$ cat src/rtl/piano_pkg.sv
// Shared sizing for the key front end, the note mux and the tone bank.
package piano_pkg;
  localparam int NUM_KEYS        = 8;
  localparam int SEL_W           = $clog2(NUM_KEYS);
  localparam int DEBOUNCE_CYCLES = 16;

  typedef enum logic {IDLE, PLAYING} sel_state_t;
endpackage

$ cat src/rtl/key_debounce.sv
// One key: two-flop synchroniser followed by a stable-count debouncer.
module key_debounce #(
  parameter int DEBOUNCE_CYCLES = 16,
  parameter int CNT_W           = $clog2(DEBOUNCE_CYCLES + 1)
) (
  input  logic clk,
  input  logic reset_n,
  input  logic key_raw,
  output logic key_db
);
  logic             r_sync1;
  logic             r_sync2;
  logic [CNT_W-1:0] r_cnt;
  logic             r_key_db;

  // Bring the asynchronous switch into the clk domain.
  always_ff @(posedge clk) begin
    if (!reset_n) begin
      r_sync1 <= 1'b0;
      r_sync2 <= 1'b0;
    end else begin
      r_sync1 <= key_raw;
      r_sync2 <= r_sync1;
    end
  end

  // Accept a change only after DEBOUNCE_CYCLES consecutive differing samples;
  // any sample matching the accepted level restarts the count from zero.
  always_ff @(posedge clk) begin
    if (!reset_n) begin
      r_cnt    <= '0;
      r_key_db <= 1'b0;
    end else if (r_sync2 == r_key_db) begin
      r_cnt    <= '0;
    end else if (r_cnt == CNT_W'(DEBOUNCE_CYCLES - 1)) begin
      r_cnt    <= '0;
      r_key_db <= ~r_key_db;
    end else begin
      r_cnt    <= r_cnt + 1'b1;
    end
  end

  assign key_db = r_key_db;
endmodule

$ cat src/rtl/key_select_encoder.sv
// Debounced piano keys -> mux8_1 select with last-pressed priority, plus note gate.
module key_select_encoder #(
  parameter int NUM_KEYS        = piano_pkg::NUM_KEYS,
  parameter int SEL_W           = piano_pkg::SEL_W,
  parameter int DEBOUNCE_CYCLES = piano_pkg::DEBOUNCE_CYCLES,
  parameter int CNT_W           = $clog2(DEBOUNCE_CYCLES + 1)
) (
  input  logic                clk,
  input  logic                reset_n,
  input  logic [NUM_KEYS-1:0] keys_raw,
  output logic [SEL_W-1:0]    sel,
  output logic                note_on,
  output logic                note_change
);
  import piano_pkg::*;

  logic [NUM_KEYS-1:0] w_key_db;
  logic [NUM_KEYS-1:0] r_key_db_q;
  logic [NUM_KEYS-1:0] w_rise;
  logic [NUM_KEYS-1:0] w_fall;

  sel_state_t          r_state, w_state_nxt;
  logic [SEL_W-1:0]    r_sel, w_sel_nxt;
  logic                r_note_on, w_note_on_nxt;
  logic                r_change, w_change_nxt;

  // Highest set index; ties among simultaneous events resolve upward.
  function automatic logic [SEL_W-1:0] f_hi_idx(input logic [NUM_KEYS-1:0] v);
    f_hi_idx = '0;
    for (int k = 0; k < NUM_KEYS; k++)
      if (v[k]) f_hi_idx = SEL_W'(k);
  endfunction

  genvar g;
  generate
    for (g = 0; g < NUM_KEYS; g++) begin : g_key
      key_debounce #(
        .DEBOUNCE_CYCLES(DEBOUNCE_CYCLES),
        .CNT_W          (CNT_W)
      ) u_db (
        .clk    (clk),
        .reset_n(reset_n),
        .key_raw(keys_raw[g]),
        .key_db (w_key_db[g])
      );
    end
  endgenerate

  // One-cycle delayed copy of the debounced keys for edge detection.
  always_ff @(posedge clk) begin
    if (!reset_n) r_key_db_q <= '0;
    else          r_key_db_q <= w_key_db;
  end

  assign w_rise = w_key_db & ~r_key_db_q;
  assign w_fall = ~w_key_db & r_key_db_q;

  // State and registered outputs.
  always_ff @(posedge clk) begin
    if (!reset_n) begin
      r_state   <= IDLE;
      r_sel     <= '0;
      r_note_on <= 1'b0;
      r_change  <= 1'b0;
    end else begin
      r_state   <= w_state_nxt;
      r_sel     <= w_sel_nxt;
      r_note_on <= w_note_on_nxt;
      r_change  <= w_change_nxt;
    end
  end

  // Rises always win over falls; a fall only matters when it hits the sounding key.
  always_comb begin
    w_state_nxt   = r_state;
    w_sel_nxt     = r_sel;
    w_note_on_nxt = r_note_on;
    w_change_nxt  = 1'b0;
    case (r_state)
      IDLE: begin
        if (|w_rise) begin
          w_sel_nxt     = f_hi_idx(w_rise);
          w_note_on_nxt = 1'b1;
          w_change_nxt  = 1'b1;
          w_state_nxt   = PLAYING;
        end
      end
      PLAYING: begin
        if (|w_rise) begin
          w_sel_nxt    = f_hi_idx(w_rise);
          w_change_nxt = 1'b1;
        end else if (w_fall[r_sel]) begin
          w_change_nxt = 1'b1;
          if (|w_key_db) begin
            w_sel_nxt = f_hi_idx(w_key_db);
          end else begin
            w_note_on_nxt = 1'b0;
            w_state_nxt   = IDLE;
          end
        end
      end
    endcase
  end

  assign sel         = r_sel;
  assign note_on     = r_note_on;
  assign note_change = r_change;
endmodule

$ cat config.mk
export PLATFORM = sky130hd
export DESIGN_NAME = key_select_encoder
export DESIGN_NICKNAME = d
export VERILOG_FILES = /design/src/rtl/piano_pkg.sv /design/src/rtl/key_debounce.sv /design/src/rtl/key_select_encoder.sv
export SDC_FILE = /design/constraint.sdc
export NUM_CORES = 1
export LEC_CHECK = 0
export CORE_AREA = 5 5 91 101
export CTS_BUF_LIST = sky130_fd_sc_hd__clkbuf_2 sky130_fd_sc_hd__clkbuf_4 sky130_fd_sc_hd__clkbuf_8
export DETAILED_ROUTE_END_ITERATION = 7
export DIE_AREA = 0 0 96 106
export PLACE_DENSITY_LB_ADDON = 0.12
export RECOVER_POWER = 25
export SETUP_SLACK_MARGIN = 0.05
export SKIP_LAST_GASP = 1
export SLEW_MARGIN = 20
export SYNTH_ARGS = -nofsm -noshare
export SYNTH_HDL_FRONTEND = slang
export SYNTH_SLANG_ARGS = --single-unit
$ cat constraint.sdc
create_clock -name clk -period 3.09 [get_ports clk]
set_input_delay 0.618 -clock clk [delete_from_list [all_inputs] [get_ports clk]]
set_output_delay 0.618 -clock clk [all_outputs]
set_load 0.02 [all_outputs]
Word level (Yosys, flattened, before mapping)
Index checks and enable logic that the tools add are counted.
Storage, ports and cells
  register bits after elaboration: 78
  word-level logic and storage cells: 144
Operators by class
  add/sub/neg operators: 8
  $lt $le $gt $ge: 1
  eq/ne operators: 22
  muxes and demuxes: 34
  bitwise operators: 22
  reduce and logical (&&, ||, !) cells: 20
Operators by type and width (number)
  3-bit two-way mux: 16
  5-bit by 1-bit adder with 5-bit output, second input constant: 8
  5-bit by 4-bit == test with 1-bit output, second input constant: 8
  3-bit OR reduction: 8
  1-bit NOT: 18
  8-bit bitwise AND: 2
  8-bit NOT: 2
  2-bit AND reduction: 8
  8-bit OR reduction: 2
  1-bit two-way mux: 13
  1-bit == test: 8
  2-bit inequality test, second input constant: 3
  3-bit by 1-bit inequality test with 1-bit output, second input constant: 2
  1-bit one-hot mux with 2 select lines: 3
  3-bit one-hot mux with 2 select lines: 1
  3-bit by 4-bit less-than comparator with 1-bit output, second input constant: 1
  4-bit AND reduction: 1
  1-bit binary-select mux with 3-bit select: 1
  3-bit AND reduction: 1
  2-bit by 1-bit inequality test with 1-bit output, second input constant: 1

Depth between registers and ports, before layout
Gate-level depths: netlist of run 1.
  depth after elaboration: 11
  depth in mapped cells: 10
  gate-level depth less buffers: 9

By module
A second synthesis of run 1 with hierarchy kept.
Unflattened totals
  cells, all modules: 306
  area total of the unflattened synthesis: 3130.5 sq um
By module, submodules not included
  key_debounce: times used 8, cells an instance 27, area each 289.0 sq um, sequential area each 160.2 sq um
  key_select_encoder: times used 1, cells an instance 90, area each 818.3 sq um, sequential area each 280.3 sq um

Worst setup path before layout of run 1
Ideal clock, no wire load.
  path kind: register to register
  start: reg g_key[4].u_db.r_key_db
  end: reg r_sel[2] (netlist: sel[2])
  library setup time: 132 ps
  arrival: 1799 ps
  slack: 1158 ps
  stages on the path, launching flop included: 11
  clock period less this slack: 1932 ps
  cell sequence: dfxtp_1 -> buf_2 -> nand2b_1 -> nand4_2 -> nor2_1 -> ha_1 -> nand2b_1 -> a21oi_1 -> a221oi_4 -> o21bai_1 -> a21oi_1
On the way
  cells in the longest elaborated chain, start to end: 8
  elaborated cells between the ends (all ways): 24
  classes of those cells: 3 x eq/ne; 15 x mux; 3 x bitwise; 3 x reduce/logical
Ends and longest elaborated chain
  from (decl): RTL line key_debounce.sv:14  | logic r_key_db;
  from (signal assigned): RTL line key_debounce.sv:37  | r_key_db <= ~r_key_db;
  3-bit two-way mux (4 in a row): RTL line key_select_encoder.sv:31  | if (v[k]) f_hi_idx = SEL_W'(k);
  3-bit two-way mux: RTL line key_select_encoder.sv:94  | if (|w_key_db) begin
  3-bit two-way mux: RTL line key_select_encoder.sv:92  | end else if (w_fall[r_sel]) begin
  3-bit two-way mux: RTL line key_select_encoder.sv:89  | if (|w_rise) begin
  3-bit one-hot mux with 2 select lines: RTL line key_select_encoder.sv:79  | case (r_state)
  to (signal assigned): RTL line key_select_encoder.sv:67  | r_sel <= w_sel_nxt;
  to (decl): RTL line key_select_encoder.sv:23  | logic [SEL_W-1:0] r_sel, w_sel_nxt;
Several ways; a longest one is shown, not always the timed one. The select of a mux whose other input is x is not followed.
A chain may end at the register's enable or synchronous reset.

Worst setup path in the final report of run 1
  start: reg g_key[6].u_db.r_key_db
  end: reg r_sel[2] (netlist: sel[2])
On the way
  cells in the longest elaborated chain, start to end: 6
  elaborated cells between the ends (all ways): 20
  classes of those cells: 3 x eq/ne; 11 x mux; 3 x bitwise; 3 x reduce/logical
Ends and longest elaborated chain (RTL line)
  from (decl): key_debounce.sv:14
  from (signal assigned): key_debounce.sv:37
  8-bit NOT or 3-bit two-way mux (tied branches): key_select_encoder.sv:56, key_select_encoder.sv:31
  8-bit bitwise AND or 3-bit two-way mux (tied branches): key_select_encoder.sv:56, key_select_encoder.sv:31
  1-bit binary-select mux with 3-bit select or 3-bit two-way mux (tied branches): key_select_encoder.sv:92, key_select_encoder.sv:94
  1-bit two-way mux (implied by the code) or 3-bit two-way mux (tied branches): key_select_encoder.sv:92
  3-bit by 1-bit inequality test with 1-bit output (no source line) or 3-bit two-way mux (tied branches)
  3-bit AND reduction (no source line) or 3-bit one-hot mux with 2 select lines (tied branches)
Several ways; a longest one is shown, not always the timed one. The select of a mux whose other input is x is not followed.

==> metrics.txt, run 1 <==
first-pass GRT wire length 8314 um; WL/cell 10.36 um; DR DRC count 0; die area 10180 sq um; maxcap violations 0; VDD IR max 0.2265 mV; core area 8145 sq um; Mean Syn Cell Area 9.906 sq um; worst setup margin 0.9163 ns; starting density of the core 0.3819; Nets 360; Seq cells post-synth 78; Final Setup Violations 0; total negative slack 0 ns; final WL 4641 um; crit path capture type register; pin count of the biggest net entering global routing 26; vias in the first global route 1845; period utilization 0.7035; post-cts resize count 0; unrepaired setup endpoints after global routing false; WP data arrival 2.36 ns; dpl hpwl 3260 um; Mapped Cells 314; total power 1.828 mW; H-tree lvl count 3; Via-to-Cell Ratio 4.471; sequential-to-total area share from yosys stat 0.5020; Worst-path clk slew 0.08 ns; total CTS buffers 9; die width 96 um; # hold bufs at CTS 0; Overflow after GRT 0; clock period minus worst slack 2.174 ns; vias after detailed routing 2003; ratio of cells with drive above 1 in the final layout 0.08012; kind of critical path reg2reg; most frequent cells in the layout dfxtp_1, nor2_1, inv_1; io pins 15; Fin. Hold Viols 0; Hold Path Class reg2reg; Buffers on Ports 14; Critical Path RT 3.28 ns; GRT Util Overall 0.1066; outcome finished, final reports clean; worst-skew pair later-pin latency 0.34 ns; Tightest Pin Transition 0.8712 ns; Max FO, Critical Path 7; Leak 1.331 nW; final hold slack 0.4292 ns; Syn Nets 342; commonest non-fill, non-tap cell in the layout dfxtp_1; Max transition margin 0.4192; initial detailed-routing violation count 64; Setup Buffers After CTS 0; root buf cell clkbuf_8; ant diodes 0; synthesized area 3110 sq um; YS warnings 0; clk sinks 78; Highest Clock Rate 460.0 MHz; row cnt 35; Layout Skew 0.01145 ns; Worst setup SP type register; GPL Wtd Cong 0.8064; initial antenna violation count 0; Die Y 106 um; DP Worst Slack 0.8558 ns; CTS tree built; Area Overhead vs Synth 14.32%; Bufs on Longest Clock Path 2; Cell variety after synth 40; PwrDens 513.9 nW/um^2; antenna-violating nets left 0; total count of max-transition violations in the final report 0; DRT Pass-1 Iters 4
==> per-layer routing <==
metal	GRT usage	vias up	share of wire
met2	0.1490	21	0.44
met1	0.1417	908	0.50
met5	0	-	0
li1	-	1065	-
met4	0.05793	0	0.025
met3	0.03680	9	0.034
==> worst max-delay path, stage by stage, from the launching register on <==
cell	delay (ns)
dfxtp_1	0.40
nand2b_1	0.18
nand4_2	0.14
nor2_1	0.26
ha_1	0.25
nand2b_1	0.11
a21oi_1	0.06
a221oi_4	0.36
o21bai_1	0.17
a21oi_1	0.08
==> state kept, by name (all words and copies together) (netlist names) <==
name,count
g_key.u_db.r_cnt,40
g_key.u_db.key_db,8
g_key.u_db.r_sync1,8
g_key.u_db.r_sync2,8
r_key_db_q,8
sel,3
note_change,1
note_on,1
r_state,1
==> stage by stage <==
| stage | utilization | instances | cell area (sq um) |
|---|---|---|---|
| 5_1_grt | 0.4366 | 448 | 3556 |
| 4_1_cts | 0.4370 | 448 | 3560 |
| 6_report | 0.4366 | 448 | 3556 |
| 3_3_place_gp | 0.4120 | 432 | 3356 |
| 3_5_place_dp | 0.4120 | 432 | 3356 |
| 2_1_floorplan | - | 314 | 3110 |
==> area by class of cell <==
type                       instances  area (sq um)
clock buffer                      11         145.1
clock inverter                     5         58.81
fill                             831          4589
inverter                          21         78.83
multi-input combinational        207          1429
sequential                        78          1562
tap                              111         138.9
timing repair buffer              15         143.9
==> Yosys cell counts <==
library cell	count	share of area
a211oi_1	1	0.0024
a211oi_2	1	0.0040
a21oi_1	5	0.0080
a221oi_4	1	0.0084
a311oi_1	1	0.0028
a31o_2	2	0.0056
and2_1	20	0.040
and2_2	1	0.0024
and2b_1	1	0.0024
and3_1	8	0.016
buf_1	1	0.0012
buf_2	3	0.0048
buf_6	1	0.0036
clkbuf_1	3	0.0036
dfxtp_1	78	0.50
ha_1	18	0.072
inv_1	21	0.025
mux2i_1	9	0.029
mux4_2	2	0.014
nand2_1	5	0.0060
nand2b_1	8	0.016
nand3_1	10	0.016
nand4_2	1	0.0040
nor2_1	56	0.068
nor2b_1	10	0.020
nor3_1	1	0.0016
nor3_2	1	0.0032
nor3b_1	1	0.0024
nor4_1	1	0.0020
nor4_2	2	0.0080
o2111ai_1	1	0.0028
o21a_1	1	0.0024
o21ai_0	1	0.0016
o21ai_1	2	0.0032
o21bai_1	2	0.0048
o31ai_1	1	0.0024
o41ai_1	1	0.0028
or3_1	8	0.016
xnor2_1	16	0.045
xor2_1	8	0.023
==> final timing paths <==
check | slack [ns] | cells after the start | end | startpoint
setup / recovery | 0.92 | 9 | sel[2] | g_key[6].u_db.key_db
hold reg to reg | 0.43 | 1 | g_key[4].u_db.r_sync2 | g_key[4].u_db.r_sync1
hold / removal | 0.43 | 1 | g_key[4].u_db.r_sync2 | g_key[4].u_db.r_sync1
setup reg to reg | 0.92 | 9 | sel[2] | g_key[6].u_db.key_db
==> cells by family (layout without fill, tap and decap cells) <==
| group | count (synthesis) | count (layout) | synth area share |
|---|---|---|---|
| AND/OR/NAND/NOR | 134 | 134 | 0.2245 |
| flip-flops | 78 | 78 | 0.5020 |
| buffers and inverters | 29 | 52 | 0.03861 |
| XOR/XNOR | 24 | 24 | 0.06758 |
| AO/OA/AOI/OAI | 20 | 20 | 0.05149 |
| adder cells (fa/ha/maj) | 18 | 18 | 0.07241 |
| multiplexers | 11 | 11 | 0.04344 |
==> report_power, final <==
| group | leakage (nW) | switching (mW) | total, mW | internal (mW) |
|---|---|---|---|---|
| clock | 0.0990 | 0.362 | 0.766 | 0.404 |
| sequential | 0.632 | 0.00595 | 1.02 | 1.02 |
| combinational | 0.600 | 0.0180 | 0.0379 | 0.0199 |
Power figures use the tool's default switching activity.
==> run 2, diff against run 1 <==
Clock period 3.09 ns to 1.88 ns, I/O delays scaled along.
==> run 2 against run 1 <==
  * Count of clock-buffer cells in the layout down 2
  * Power up 71%
  * First-iteration DRC count down 48%
  * Combinational power up 79%
  * Critical endpoint unchanged
  * Highest routed layer unchanged
==> metrics.txt, run 2 (synthesis gave the netlist of run 1 again) <==
Largest Register g_key.u_db.r_cnt; antenna-violating nets left 0 (unchanged); worst-skew pair later-pin latency 0.35 ns (about the same); DR DRC count 0 (unchanged); FF+latch area 1574 sq um (+0.80%); ant diodes 0 (unchanged); clock period minus worst slack 1.792 ns (-0.3818 ns); PwrDens 812.3 nW/um^2 (+58%); initial detailed-routing violation count 33 (-48%); pin count of the biggest net entering global routing 23 (-12%); H-tree lvl count 3 (unchanged); R2R Setup Slk 0.09 ns (-0.83 ns); Fin. Hold Viols 0 (unchanged); ratio of cells with drive above 1 in the final layout 0.1921 (+0.1120); commonest non-fill, non-tap cell in the layout dfxtp_1; maxcap violations 0 (unchanged); io pins 15 (unchanged); fill cell count 782 (-5.9%); kind of critical path reg2reg; Die Y 106 um (unchanged); Via-to-Cell Ratio 4.426 (-1.0%); GRT Util Overall 0.1115 (+0.004997); root buf cell clkbuf_8; total count of max-transition violations in the final report 0 (unchanged); core area 8145 sq um (unchanged); Area Overhead vs Synth 23.53%; Critical Path RT 2.12 ns (-1.16 ns); Layout Skew 0.006577 ns (-0.004868 ns); clk sinks 78 (unchanged); Leak 1.519 nW (+14%); dpl hpwl 3519 um (+8.0%); first-pass GRT wire length 8707 um (+4.7%); Tightest Pin Transition 0.4506 ns (-0.4206 ns); Buffers on Ports 14 (unchanged); Nets 377 (+4.7%); vias in the first global route 1976 (+7.1%); crit path capture type register; number of flip-flops in the largest register 40 (unchanged); vias after detailed routing 2058 (+2.7%); WP data arrival 2.03 ns (-0.33 ns); CTS tree built; VDD IR max 0.2937 mV (+30%); row cnt 35 (unchanged); footprint of the multi-input gates 1546 sq um (+8.2%); total CTS buffers 9 (unchanged); Bufs on Longest Clock Path 2 (unchanged); Highest Clock Rate 558.1 MHz (+21%); GPL Wtd Cong 0.7260 (-10%); Max FO, Critical Path 6 (-1); Worst setup SP type register; Worst-path clk slew 0.08 ns (about the same); unrepaired setup endpoints after global routing true; Placed Instances 445 (+3.0%); total negative slack 0 ns (unchanged); DRT Pass-1 Iters 4 (unchanged); period utilization 0.9532 (+0.2497); outcome finished, final reports clean; Overflow after GRT 0 (unchanged); die area 10180 sq um (unchanged); WL/cell 10.55 um (+1.9%); Max transition margin 0.6993 (+0.2801); starting density of the core 0.3819 (unchanged); initial antenna violation count 0 (unchanged); most frequent cells in the layout dfxtp_1, nor2_1, inv_1; Final Setup Violations 0 (unchanged); Finished Layout Cells 465 (+3.8%); # hold bufs at CTS 0 (unchanged); Hold Path Class reg2reg; die width 96 um (unchanged); final WL 4908 um (+5.8%); total power 3.121 mW (+71%)
## run 2: cell count changes in the layout (fill, tap and decap cells not counted), moves of 2 or more
cell	change
clkdlybuf4s50_1	-3
buf_4	+17
dfxtp_2	+10
dfxtp_1	-10
dlymetal6s2s_1	+2
and2_0	-4
and2_1	+4
nand2b_4	+8
nand2b_1	-8
## run 2: worst paths after layout
path                            to                  start  cells after the start
max                         sel[2]          r_key_db_q[3]                      9
min reg2reg  g_key[3].u_db.r_sync2  g_key[3].u_db.r_sync1                      1
min          g_key[3].u_db.r_sync2  g_key[3].u_db.r_sync1                      1
max reg2reg                 sel[2]          r_key_db_q[3]                      9
## run 2: final cells by class
cell class,instances,area share
clock buffer,9,0.03224
clock inverter,7,0.02540
inverter,21,0.02051
multi-input combinational,207,0.4025
sequential,78,0.4096
tap,111,0.03614
timing repair buffer,32,0.07359
## run 2: worst max-delay path: stages, from the launching register on
cell and delay, ns:
dfxtp_2 0.33, nand2b_4 0.13, o2111ai_4 0.14, nor2_4 0.17, ha_4 0.16, nand2b_4 0.11
a21oi_2 0.04, a221oi_4 0.36, o21bai_1 0.17, a21oi_1 0.08
## run 2: repair_timing
| item | 4_1_cts | 5_1_grt |
|---|---|---|
| setup endpoints to repair | 4 | 5 |
| pin swaps | 2 | 4 |
| resized for setup | 9 | 13 |
| setup buffers | 1 | 3 |
| hold endpoints to repair | 0 | 0 |
## run 2: power by group
group / switching, mW / internal, mW / leakage, nW
Clock: 0.621 / 0.751 / 0.106
Combinational: 0.0313 / 0.0366 / 0.776
Sequential: 0.00957 / 1.67 / 0.637
Total: 0.662 / 2.46 / 1.52
## run 2: routing by layer
| layer | GRT usage | up-vias | share of wire |
|---|---|---|---|
| met3 | 0.03751 | 13 | 0.036 |
| met1 | 0.1404 | 923 | 0.50 |
| met2 | 0.1638 | 23 | 0.43 |
| li1 | - | 1099 | - |
| met5 | 0 | - | 0 |
| met4 | 0.06402 | 0 | 0.028 |
## run 2: metrics by stage
stage	hold WS, ns	area [sq um]	setup slack, ns	util
after floorplan	0.4119	3172	0.04645	-
after global placement	0.4166	3507	0.05363	0.4306
after detailed placement	0.4169	3507	-0.008929	0.4306
after CTS	0.4370	3770	0.05027	0.4628
after global routing	0.4463	3842	-0.008515	0.4717
final	0.4374	3842	0.08807	0.4717
